<file path="config.mk">
export PLATFORM = sky130hd
export DESIGN_NAME = player_motion
export DESIGN_NICKNAME = d
export VERILOG_FILES = /design/src/rtl/motion_pkg.sv /design/src/rtl/edge_detect_rise.sv /design/src/rtl/player_motion.sv
export SDC_FILE = /design/constraint.sdc
export NUM_CORES = 1
export LEC_CHECK = 0
export ABC_AREA = 1
export CELL_PAD_IN_SITES_DETAIL_PLACEMENT = 1
export CELL_PAD_IN_SITES_GLOBAL_PLACEMENT = 1
export CORE_AREA = 4 4 78 80
export DETAILED_ROUTE_END_ITERATION = 10
export DIE_AREA = 0 0 82 84
export PLACE_DENSITY = 0.88
export SYNTH_ARGS = -nofsm -noshare
export SYNTH_HDL_FRONTEND = slang
export SYNTH_SLANG_ARGS = --single-unit
export TNS_END_PERCENT = 5
</file>
<file path="constraint.sdc">
create_clock -name Clk -period 5.3 [get_ports Clk]
set_input_delay 1.06 -clock Clk [delete_from_list [all_inputs] [get_ports Clk]]
set_output_delay 1.06 -clock Clk [all_outputs]
set_load 0.02 [all_outputs]
</file>
<file path="src/rtl/motion_pkg.sv">
// Shared motion types and default playfield geometry for the player sprite path.
package motion_pkg;

  localparam int unsigned POS_W   = 10;
  localparam int unsigned ARITH_W = 11;

  localparam int unsigned X_MIN_DEF   = 0;
  localparam int unsigned X_MAX_DEF   = 639;
  localparam int unsigned Y_MIN_DEF   = 0;
  localparam int unsigned Y_MAX_DEF   = 479;
  localparam int unsigned X_START_DEF = 320;
  localparam int unsigned Y_START_DEF = 240;
  localparam int unsigned STEP_DEF    = 2;
  localparam int unsigned SIZE_DEF    = 16;

  typedef enum logic [1:0] {
    DIR_W = 2'd0,
    DIR_A = 2'd1,
    DIR_S = 2'd2,
    DIR_D = 2'd3
  } dir_t;

  // Encoded so that bit 1 reads as Moving and bit 0 as AtWall.
  typedef enum logic [1:0] {
    IDLE    = 2'b00,
    MOVING  = 2'b10,
    BLOCKED = 2'b11
  } move_state_t;

  typedef logic signed [ARITH_W-1:0] coord_t;

  typedef struct packed {
    logic [POS_W-1:0] x;
    logic [POS_W-1:0] y;
  } pos_t;

  function automatic coord_t clamp_coord(input coord_t v, input coord_t lo, input coord_t hi);
    if (v < lo) return lo;
    if (v > hi) return hi;
    return v;
  endfunction

endpackage

</file>
<file path="src/rtl/edge_detect_rise.sv">
// Rising-edge strobe for slow level signals; stays quiet until the input has
// been seen low after reset, so a level already high at reset release is ignored.
module edge_detect_rise (
  input  logic Clk,
  input  logic Reset,
  input  logic in,
  output logic pulse
);

  logic in_d;
  logic armed;

  always_ff @(posedge Clk or posedge Reset) begin
    if (Reset) begin
      in_d  <= 1'b0;
      armed <= 1'b0;
    end else begin
      in_d <= in;
      if (!in) armed <= 1'b1;
    end
  end

  assign pulse = in & ~in_d & armed;

endmodule

</file>
<file path="src/rtl/player_motion.sv">
// Player sprite position tracker: latches keyboard motion commands and applies
// one clamped step per frame tick.
module player_motion
  import motion_pkg::*;
#(
  parameter int unsigned X_MIN   = X_MIN_DEF,
  parameter int unsigned X_MAX   = X_MAX_DEF,
  parameter int unsigned Y_MIN   = Y_MIN_DEF,
  parameter int unsigned Y_MAX   = Y_MAX_DEF,
  parameter int unsigned X_START = X_START_DEF,
  parameter int unsigned Y_START = Y_START_DEF,
  parameter int unsigned STEP    = STEP_DEF,
  parameter int unsigned SIZE    = SIZE_DEF
) (
  input  logic             Clk,
  input  logic             Reset,
  input  logic             frame_clk,
  input  logic [1:0]       motionFlag,
  input  logic             Load,
  output logic [POS_W-1:0] PosX,
  output logic [POS_W-1:0] PosY,
  output logic [1:0]       Dir,
  output logic             Moving,
  output logic             AtWall
);

  localparam coord_t X_LO   = coord_t'(X_MIN);
  localparam coord_t X_HI   = coord_t'(X_MAX - SIZE + 1);
  localparam coord_t Y_LO   = coord_t'(Y_MIN);
  localparam coord_t Y_HI   = coord_t'(Y_MAX - SIZE + 1);
  localparam coord_t STEP_C = coord_t'(STEP);

  logic        tick;
  logic        pending;
  dir_t        cmd_dir;
  move_state_t state;

  logic        cmd_valid;
  dir_t        eff_dir;
  logic        axis_y;
  coord_t      base;
  coord_t      delta;
  coord_t      lo;
  coord_t      hi;
  coord_t      raw;
  coord_t      stepped;
  logic        clamped;
  pos_t        nxt_pos;
  move_state_t next_state;

  edge_detect_rise u_frame_edge (
    .Clk   (Clk),
    .Reset (Reset),
    .in    (frame_clk),
    .pulse (tick)
  );

  // Step arithmetic in signed 11-bit so a step past either edge cannot wrap.
  always_comb begin
    eff_dir    = Load ? dir_t'(motionFlag) : cmd_dir;
    cmd_valid  = Load | pending;
    axis_y     = (eff_dir == DIR_W) || (eff_dir == DIR_S);
    base       = axis_y ? coord_t'({1'b0, PosY}) : coord_t'({1'b0, PosX});
    lo         = axis_y ? Y_LO : X_LO;
    hi         = axis_y ? Y_HI : X_HI;
    delta      = ((eff_dir == DIR_W) || (eff_dir == DIR_A)) ? -STEP_C : STEP_C;
    raw        = base + delta;
    stepped    = clamp_coord(raw, lo, hi);
    clamped    = (stepped != raw);
    nxt_pos.x  = PosX;
    nxt_pos.y  = PosY;
    if (axis_y) nxt_pos.y = POS_W'(stepped);
    else        nxt_pos.x = POS_W'(stepped);
    next_state = !cmd_valid ? IDLE : (clamped ? BLOCKED : MOVING);
  end

  always_ff @(posedge Clk or posedge Reset) begin
    if (Reset) begin
      PosX    <= POS_W'(X_START);
      PosY    <= POS_W'(Y_START);
      Dir     <= 2'b00;
      pending <= 1'b0;
      cmd_dir <= DIR_W;
      state   <= IDLE;
    end else begin
      // A Load on the tick cycle re-arms pending so a held key keeps moving.
      if (Load) begin
        pending <= 1'b1;
        cmd_dir <= dir_t'(motionFlag);
      end else if (tick) begin
        pending <= 1'b0;
      end
      if (tick) begin
        state <= next_state;
        if (cmd_valid) begin
          PosX <= nxt_pos.x;
          PosY <= nxt_pos.y;
          Dir  <= eff_dir;
        end
      end
    end
  end

  assign Moving = state[1];
  assign AtWall = state[0];

endmodule

</file>
# Yosys cells after proc, flatten, opt, wreduce, memory -nomap -nowiden
# Index checks and enable logic that the tools add are counted.
[classes]
n_mux = 15
bitwise_logic = 5
order_cmp = 2
n_reduce_logical = 7
n_eq_ne = 3
addsub = 1
[op_table]
columns = ["op", "n"]
rows = [
  ["$mux 11", 5],
  ["$mux 10", 2],
  ["$add 11x11->11", 1],
  ["$gt 11x11->1", 1],
  ["$lt 11x1->1 const B", 1],
  ["$ne 11x11->1", 1],
  ["$mux 1", 6],
  ["$reduce_and 3->1", 2],
  ["$mux 2", 2],
  ["$and 1x1->1", 2],
  ["$eq 2x1->1 const B", 1],
  ["$eq 2x2->1 const B", 1],
  ["$logic_not 2->1", 1],
  ["$logic_or 1x1->1", 2],
  ["$not 1->1", 2],
  ["$reduce_and 2->1", 1],
  ["$reduce_bool 2->1", 1],
  ["$or 1x1->1", 1],
]
[word_totals]
elab_cells = 41
regBits = 29
inputBits = 6
out_inout_bits = 24

# Depth between registers and ports, before layout
# Gate-level depths: netlist of the first run.
[depth]
ltp_word = 13
ltp_mapped = 26
ltp_nobuf = 25

# By module
# From an unflattened synthesis of the first run, not the netlist that was laid out.
[hier_totals]
hier_cells = 320
area_unflattened_um2 = 2182.1
[by_module_without_submodules]
columns = ["mod", "cells_each", "seq_area_each_um2", "area_per_inst_um2", "n_inst"]
rows = [
  ["player_motion", 314, 683.2, 2114.5, 1],
  ["edge_detect_rise", 6, 50.0, 67.6, 1],
]

# Worst setup path before layout of the first run
# OpenSTA, ideal clock, no wires.
[synth_path]
kind = "input port to flip-flop"
from = "in Load"
to = "reg PosY[0]"
slack_ps = 1703
stages = 21
setup_time_ps = 65
required_time_ps = 5235
path_buffers = 1
arrival_ps = 3532
cell_sequence = "inv_2 > nand2_1 > nand2_2 > inv_2 > buf_6 > ha_1 > a21oi_1 > o21ai_0 > inv_1 > nand3_1 > nand2_1 > inv_1 > ha_1 > a21o_1 > nand3_1 > nand3_2 > nand2_4 > nand2_4 > nor2_2 > nand2_1 > nand2_1"
[synth_between]
elab_chain_cells = 10
elab_cells_between_ends = 20
cone_classes = "add/sub: 1; order compare: 2; eq/ne: 2; mux: 10; bitwise: 1; reduce/logical: 4"
[synth_rtl]
columns = ["item", "line_no", "rtl"]
rows = [
  ["start, declared", "player_motion.sv:19", "input logic Load,"],
  ["$mux 2", "--", ""],
  ["$eq 2x2->1, or another cell as far along", "player_motion.sv:62", "axis_y = (eff_dir == DIR_W) || (eff_dir == DIR_S);"],
  ["$logic_or 1x1->1, on equally long branches", "player_motion.sv:62, player_motion.sv:66", ""],
  ["$mux 10 / $mux 11 (equally long branches)", "player_motion.sv:63, player_motion.sv:66", ""],
  ["$add 11x11->11", "player_motion.sv:67", "raw = base + delta;"],
  ["$gt 11x11->1", "motion_pkg.sv:39", "if (v > hi) return hi;"],
  ["$mux 1 (2 in series)", "motion_pkg.sv:39", ""],
  ["$mux 11", "motion_pkg.sv:40", "return v;"],
  ["$mux 11", "motion_pkg.sv:39", ""],
  ["end signal, assigned", "player_motion.sv:80", "PosY <= POS_W'(Y_START);"],
  ["end signal, assigned", "player_motion.sv:97", "PosY <= nxt_pos.y;"],
  ["end, declared", "player_motion.sv:21", "output logic [POS_W-1:0] PosY,"],
]
# Several ways; a longest one is shown, not always the timed one. The select of a mux whose other input is x is not followed.
# A chain may end at the register's enable or synchronous reset.

# Worst setup path after layout of the first run
[layout_path]
from = "in Load"
to = "reg PosX[2]"
[layout_between]
elab_chain_cells = 10
elab_cells_between_ends = 21
cone_classes = "add/sub: 1; order compare: 2; eq/ne: 2; mux: 10; bitwise: 2; reduce/logical: 4"
[layout_rtl]
columns = ["item", "line_no", "rtl"]
rows = [
  ["$mux 2", "--", ""],
  ["$eq 2x2->1, or another cell as far along", "player_motion.sv:62", ""],
  ["$logic_or 1x1->1, on equally long branches", "player_motion.sv:62, player_motion.sv:66", ""],
  ["$mux 10 / $mux 11 (equally long branches)", "player_motion.sv:63, player_motion.sv:66", ""],
  ["$add 11x11->11", "player_motion.sv:67", ""],
  ["$gt 11x11->1", "motion_pkg.sv:39", ""],
  ["$mux 1 (2 in series)", "motion_pkg.sv:39", ""],
  ["$mux 11", "motion_pkg.sv:40", ""],
  ["$mux 11", "motion_pkg.sv:39", ""],
  ["end signal, assigned", "player_motion.sv:79", "PosX <= POS_W'(X_START);"],
  ["end signal, assigned", "player_motion.sv:96", "PosX <= nxt_pos.x;"],
  ["end, declared", "player_motion.sv:20", "output logic [POS_W-1:0] PosX,"],
]
# Several ways; a longest one is shown, not always the timed one. The select of a mux whose other input is x is not followed.

==> results of run 1 <==
## worst max-delay path, cell delays in order
cell             delay [ps]
clkdlybuf4s50_1         540
nand2_2                 170
nand2_4                 280
nand2_2                 120
nand2_1                 170
ha_1                    300
a21oi_1                 340
o21ai_0                 170
inv_1                    90
nand3_1                  80
nand2_1                 170
inv_1                    90
ha_1                    300
a21o_1                  190
nand3_1                  90
nand3_2                 130
nand2_4                 140
nand2_4                  90
nor2_2                  130
nand2_1                  70
nand2_1                  60
## power by group
| part | internal, mW | total, mW | switching (mW) | leakage, nW |
|---|---|---|---|---|
| logic | 0.392 | 1.09 | 0.698 | 1.02 |
| clock network | 0.103 | 0.182 | 0.0790 | 0.0443 |
| registers | 0.309 | 0.384 | 0.0748 | 0.351 |
| total | 0.804 | 1.66 | 0.852 | 1.42 |
## per-layer routing
| metal | vias to the layer above | GRT usage (%) |
|---|---|---|
| met5 | - | 0 |
| met4 | 0 | 8.16 |
| met3 | 11 | 3.13 |
| met2 | 45 | 36.4 |
| met1 | 1128 | 30.4 |
| li1 | 1098 | - |
## area by class of cell
class,instances,area share (%)
Multi-Input combinational cell,254,50.3
Inverter,34,4.73
Clock buffer,7,3.20
Tap cell,72,3.34
Timing Repair Buffer,31,11.3
Sequential cell,29,27.2
## through the flow
stage	cell area (um2)	power, mW
after floorplan	2270	1.10
final	2700	1.66
after detailed placement	2610	1.45
after CTS	2700	1.65
after global placement	2610	1.41
after global routing	2700	1.79
## path summary, 6_finish.rpt
check                              startpoint            endpoint  slack (ps)  depth (start not counted)
setup / recovery                         Load             PosX[2]         710                         21
hold / removal             u_frame_edge.armed  u_frame_edge.armed         450                          2
setup reg to reg                   cmd_dir[0]             PosX[2]        1690                         20
hold reg to reg            u_frame_edge.armed  u_frame_edge.armed         450                          2
max in group asynchronous               Reset             PosX[7]        3260                          2
min in group asynchronous               Reset            state[0]        1370                          2
## flip-flops by register name (all words and copies together) (netlist names)
signal and flops:
PosX 10, PosY 10, Dir 2, cmd_dir 2, state 2, pending 1
u_frame_edge.armed 1, u_frame_edge.in_d 1
## logic make-up (layout without fill, tap and decap cells)
kind of cell / Yosys count / in the layout / share of synthesized area, %
buffers and inverters: 40 / 72 / 7.78
AND/OR/NAND/NOR: 222 / 222 / 47.1
XOR/XNOR: 3 / 3 / 1.82
flip-flops: 29 / 29 / 32.3
multiplexers: 1 / 1 / 0.442
adder cells (fa/ha/maj): 10 / 10 / 5.52
AO/OA/AOI/OAI: 18 / 18 / 4.97
## cell usage in the layout (no fill, tap or decap), types with 3 or more instances in the layout
cell type and n:
nand2_1 121, ha_1 10, nand3_2 7, nand3_1 37, inv_1 30, nand2_4 5, inv_2 3, a31oi_1 4
nand4_1 10, clkbuf_8 6, a21oi_1 4, dfstp_2 6, nor2_2 5, nand2_2 11, o21ai_0 4, dfrtp_1 23
clkdlybuf4s50_1 29, nor2_1 20
==> results.json, run 1 <==
{
  "drt_wl_total_um": 7100,
  "cts.clk_slew.worst_paths_ps": 60,
  "grt_use_total_pct": 22.6,
  "critPathKind": "input port to register",
  "first_global_vias": 2449,
  "worstSetupEndpointType": "register",
  "worst-path-max-fanout": 16,
  "ant_nets": 0,
  "wl_met3_um": 211,
  "antenna_found_initial": 0,
  "timing.fmax_ghz": 0.218,
  "finalMaxSlewViolations": 0,
  "clock_path_buffers": 2,
  "power.density_mw_per_mm2": 613,
  "area_delta_synth_final_pct": 19.1,
  "htreeDepth": 2,
  "multi_input_area_mm2": 0.00136,
  "initial_utilization_pct": 41.9,
  "yosysUniqueCellTypes": 35,
  "status": "completed",
  "port_buffers": 29,
  "cts_setup_buffers": 0,
  "fp.coreArea_mm2": 0.00541,
  "yosysWarnings": 0,
  "ys_seq_elements": 29,
  "via_per_inst": 5.34,
  "row_count": 27,
  "wl_met2_um": 3430,
  "place_ws_ps": 523,
  "slew_headroom_pct": 26.3,
  "instances_no_fill": 427,
  "wl_met1_um": 3340,
  "cts_num_sinks": 29,
  "critPathLaunchType": "input port",
  "gp_congestion": 0.923,
  "clkLatencyLatePin_ps": 280,
  "required_ps": 5520,
  "register_area_um2": 733,
  "timing_hold_violations_final": 0,
  "highest_layer": "met4",
  "setup_violations": 0,
  "yosys_most_used_dff": "dfrtp_1",
  "whs_ps": 450,
  "dp_hpwl_um": 5400,
  "synth_enable_flop_cells": 0,
  "grt_pass1_wl_um": 11900,
  "finalCritPeriodShare_pct": 86.7,
  "layout-drive-gt1-share_pct": 14.6,
  "ys_seq_area_share_pct": 32.3,
  "cts_tree": "yes",
  "syn_inst": 323,
  "die_area_mm2": 0.00689,
  "drc_errors": 0,
  "io_pins": 30,
  "ctsHoldBuffers": 0,
  "synth.area.top_cells": "dfrtp_1, nand2_1, nand3_1",
  "dp_cells": 420,
  "maxCapViolCount": 0,
  "synth_area_mm2": 0.00227,
  "synth.most_common_cell": "nand2_1",
  "power.leakage_nw": 1.42,
  "grt-ovfl-total": 0,
  "timing.final.crit_period_ps": 4590,
  "die_w_um": 82,
  "fin_nets": 371,
  "final_core_util_pct": 50.0,
  "tns_ps": 0,
  "cts_inserted_buffers": 5,
  "firstDrtPassIters": 4,
  "rsz0062_at_grt": "false",
  "n_fill_cell": 696,
  "cts-root-buf": "clkbuf_8",
  "clock_skew_ps": 7.51,
  "ys_top_cells_by_count": "nand2_1, nand3_1, inv_1, dfrtp_1, nor2_1",
  "cts_resized": 0,
  "wl_per_cell_um": 16.6,
  "cp.arrival_ps": 4810,
  "grt_max_degree": 30,
  "syn-num-nets": 339,
  "diodes": 0,
  "hp-class": "register to register",
  "tightest_slew_ps": 1100,
  "worst_slack_ps": 705,
  "synthArstFlopShare_pct": 100,
  "synth_top_area_share_pct": 25.4,
  "syn_avg_cell_area_um2": 7.02,
  "drt_iter0_drc": 143,
  "yosysTopAreaCell": "dfrtp_1",
  "routed-via-count": 2282,
  "die_height_um": 84,
  "irDropWorstVdd_mv": 0.363
}
No activity file was read; power rests on OpenSTA's default activity.
==> run 2, diff against run 1 <==
CAP_MARGIN = 40   (was unset)
PLACE_DENSITY = 0.86   (was 0.88)
SYNTH_HIERARCHICAL = 1   (was unset)
==> run 2 against run 1 <==
Routed wire length fell by 0.85%. Power down 0.80%. Combinational power down 6%. Sequential power barely moved. Flip-flop and latch count unchanged. Cell count grew 0.23%. Global-route usage rose by 0.16 points. Critical path type unchanged.
==> results.json, run 2 <==
{
  "status": "completed",
  "yosys_most_used_dff": "dfrtp_1",
  "setup_violations": 0,
  "yosysTopAreaCell": "dfrtp_1",
  "syn-num-nets": 336,
  "whs_ps": 489,
  "use_met1_pct": 29.4,
  "maxCapViolCount": 0,
  "wl_per_cell_um": 16.4,
  "cts-root-buf": "clkbuf_8",
  "final_cell_area_mm2": 0.00269,
  "r2r_end": "PosY[1]",
  "total_power_mw": 1.64,
  "r2r_slack_ps": 1600,
  "cts_num_sinks": 29,
  "ys_top_cells_by_count": "nand2_1, nand3_1, inv_1, dfrtp_1, nor2_1",
  "ant_nets": 0,
  "via_per_inst": 5.22,
  "critPathLaunchType": "input port",
  "port_buffers": 29,
  "drt_wl_total_um": 7040,
  "worstSetupStartpoint": "Load",
  "crit_slowest_cell": "clkdlybuf4s50_1",
  "synth.area.top_cells": "dfrtp_1, nand2_1, nand3_1",
  "synth_top_area_share_pct": 26.4,
  "power.density_mw_per_mm2": 612,
  "grt-ovfl-total": 0,
  "critPathKind": "input port to register",
  "timing_hold_violations_final": 0,
  "tightest_slew_ps": 605,
  "die_area_mm2": 0.00689,
  "timing.final.crit_period_ps": 4680,
  "clkLatencyLatePin_ps": 280,
  "layout_common_cells": "nand2_1, nand3_1, inv_1",
  "place_ws_ps": 370,
  "grt_max_degree": 17,
  "drc_errors": 0,
  "dp_hpwl_um": 5560,
  "cts_inserted_buffers": 5,
  "firstDrtPassIters": 4,
  "met3_usage_pct": 2.70,
  "gp_congestion": 0.868,
  "yosysUniqueCellTypes": 28,
  "first_global_vias": 2448,
  "timing.fmax_ghz": 0.213,
  "initial_utilization_pct": 40.4,
  "fin_nets": 371,
  "hp-class": "register to register",
  "synth.most_common_cell": "nand2_1",
  "synthArstFlopShare_pct": 100,
  "ctsHoldBuffers": 0,
  "final_common_cell": "nand2_1",
  "n_fill_cell": 713,
  "worst_slack_ps": 615,
  "ys_seq_area_share_pct": 33.6,
  "grt_use_total_pct": 22.7,
  "grt_use_met2_pct": 39.3,
  "ff2ff_path_depth": 22,
  "slew_headroom_pct": 59.6,
  "diodes": 0,
  "path_common_cell": "nand2_1",
  "finalMaxSlewViolations": 0,
  "antenna_found_initial": 0,
  "worstSetupEndpointType": "register",
  "cpPeakStageDelay_ps": 550,
  "yosysWarnings": 6,
  "power.leakage_nw": 1.42,
  "setup.worst_path.end": "PosY[1]",
  "tns_ps": 0,
  "crit_chain": "clkdlybuf4s50_1 > inv_2 > nand2_4 > nand2_2 > nand2_1 > nand2_1 > ha_1 > inv_1 > nor2_1 > nor2_1 > nand2_1 > nand4_1 > nand2_1 > xor2_1 > ha_1 > nand2_1 > inv_1 > nand3_1 > nand3_2 > nand2_4 > nand2_4 > nor2_1 > nand2_1 > nand2_1",
  "cp.arrival_ps": 4900,
  "reg_top3": "PosX: 10 flops, PosY: 10 flops",
  "routed-via-count": 2236,
  "instances_no_fill": 428,
  "synth_enable_flop_cells": 0,
  "dp_cells": 420,
  "htreeDepth": 2,
  "syn_avg_cell_area_um2": 6.82,
  "die_w_um": 82,
  "syn_inst": 320,
  "multi_input_area_mm2": 0.00127,
  "clock_path_buffers": 2,
  "ys_seq_elements": 29,
  "top_usage_layer": "met2",
  "required_ps": 5510,
  "row_count": 27,
  "fp.coreArea_mm2": 0.00541,
  "drt_iter0_drc": 103,
  "clock_skew_ps": 9.94,
  "register_area_um2": 733,
  "worst-path-max-fanout": 16,
  "placed_cell_area_mm2": 0.00258,
  "irDropWorstVdd_mv": 0.302,
  "r2r_start": "cmd_dir[0]",
  "die_height_um": 84,
  "finalCritPeriodShare_pct": 88.4,
  "synth_area_mm2": 0.00218,
  "cts_tree": "yes",
  "cts_setup_buffers": 0,
  "grt_pass1_wl_um": 12000,
  "area_delta_synth_final_pct": 23.1,
  "io_pins": 30,
  "rsz0062_at_grt": "false",
  "layout-drive-gt1-share_pct": 13.8,
  "cts.clk_slew.worst_paths_ps": 70,
  "cts_resized": 0,
  "final_core_util_pct": 49.7
}
==> run 2: changes by cell type in the layout (fill, tap and decap cells not counted), moves of 3 or more <==
cell,delta
nand4_1,-3
a21oi_1,+5
inv_1,+4
nand2_2,-4
==> run 2: kinds of logic (layout without fill, tap and decap cells) <==
group	after synthesis	after routing	synth area share, %
DFF	29	29	33.6
buffers and inverters	43	79	8.26
AOI/OAI and AO/OA	20	20	5.62
xor gates and xnor gates	3	3	1.20
muxes	1	1	0.459
adders and majority gates	10	10	5.73
and+or+nand+nor	214	214	45.1
==> run 2: how the worst min path moves through the flow <==
stage / startpoint / end / slack (ps) / depth (start not counted)
after global placement: u_frame_edge/armed / u_frame_edge/armed / 460 / 2
after detailed placement: u_frame_edge/armed / u_frame_edge/armed / 480 / 2
after global routing: PosY[5] / PosY[5] / 520 / 2
after floorplan: u_frame_edge/armed / u_frame_edge/armed / 450 / 2
after CTS: u_frame_edge/armed / u_frame_edge/armed / 500 / 2
final: u_frame_edge/armed / u_frame_edge/armed / 490 / 2
==> run 2: critical path, delay by kind of cell <==
kind / cells / cell delay (ps)
xor gates and xnor gates: 1 / 370
buffers and inverters: 4 / 780
and+or+nand+nor: 17 / 2010
adders and majority gates: 2 / 680
==> run 2: where the power goes <==
group          internal (mW)  leakage (nW)  switching (mW)
registers              0.311         0.346          0.0751
clock network          0.139        0.0552          0.0880
logic                  0.373          1.02           0.656
total                  0.823          1.42           0.819
==> run 2: routing by layer <==
layer	wire length, um	up-vias
met4	101	0
met1	3120	1084
li1	-	1093
met3	226	11
met2	3580	48
met5	0	-
==> run 2: area by class of cell <==
class,count,share of cell area (%)
multi-input cells,248,47.2
flip-flops and latches,29,27.3
repair buffers,34,12.9
inverters,37,5.17
well taps,72,3.35
clock buffers,6,2.70
clock inverters,2,1.30
==> run 3, diff against run 2 <==
CTS_CLUSTER_SIZE = 12   (was unset)
SLEW_MARGIN = 20   (was unset)
==> results of run 3 <==
Final layout, timing and power as in run 2 (identical DEF).
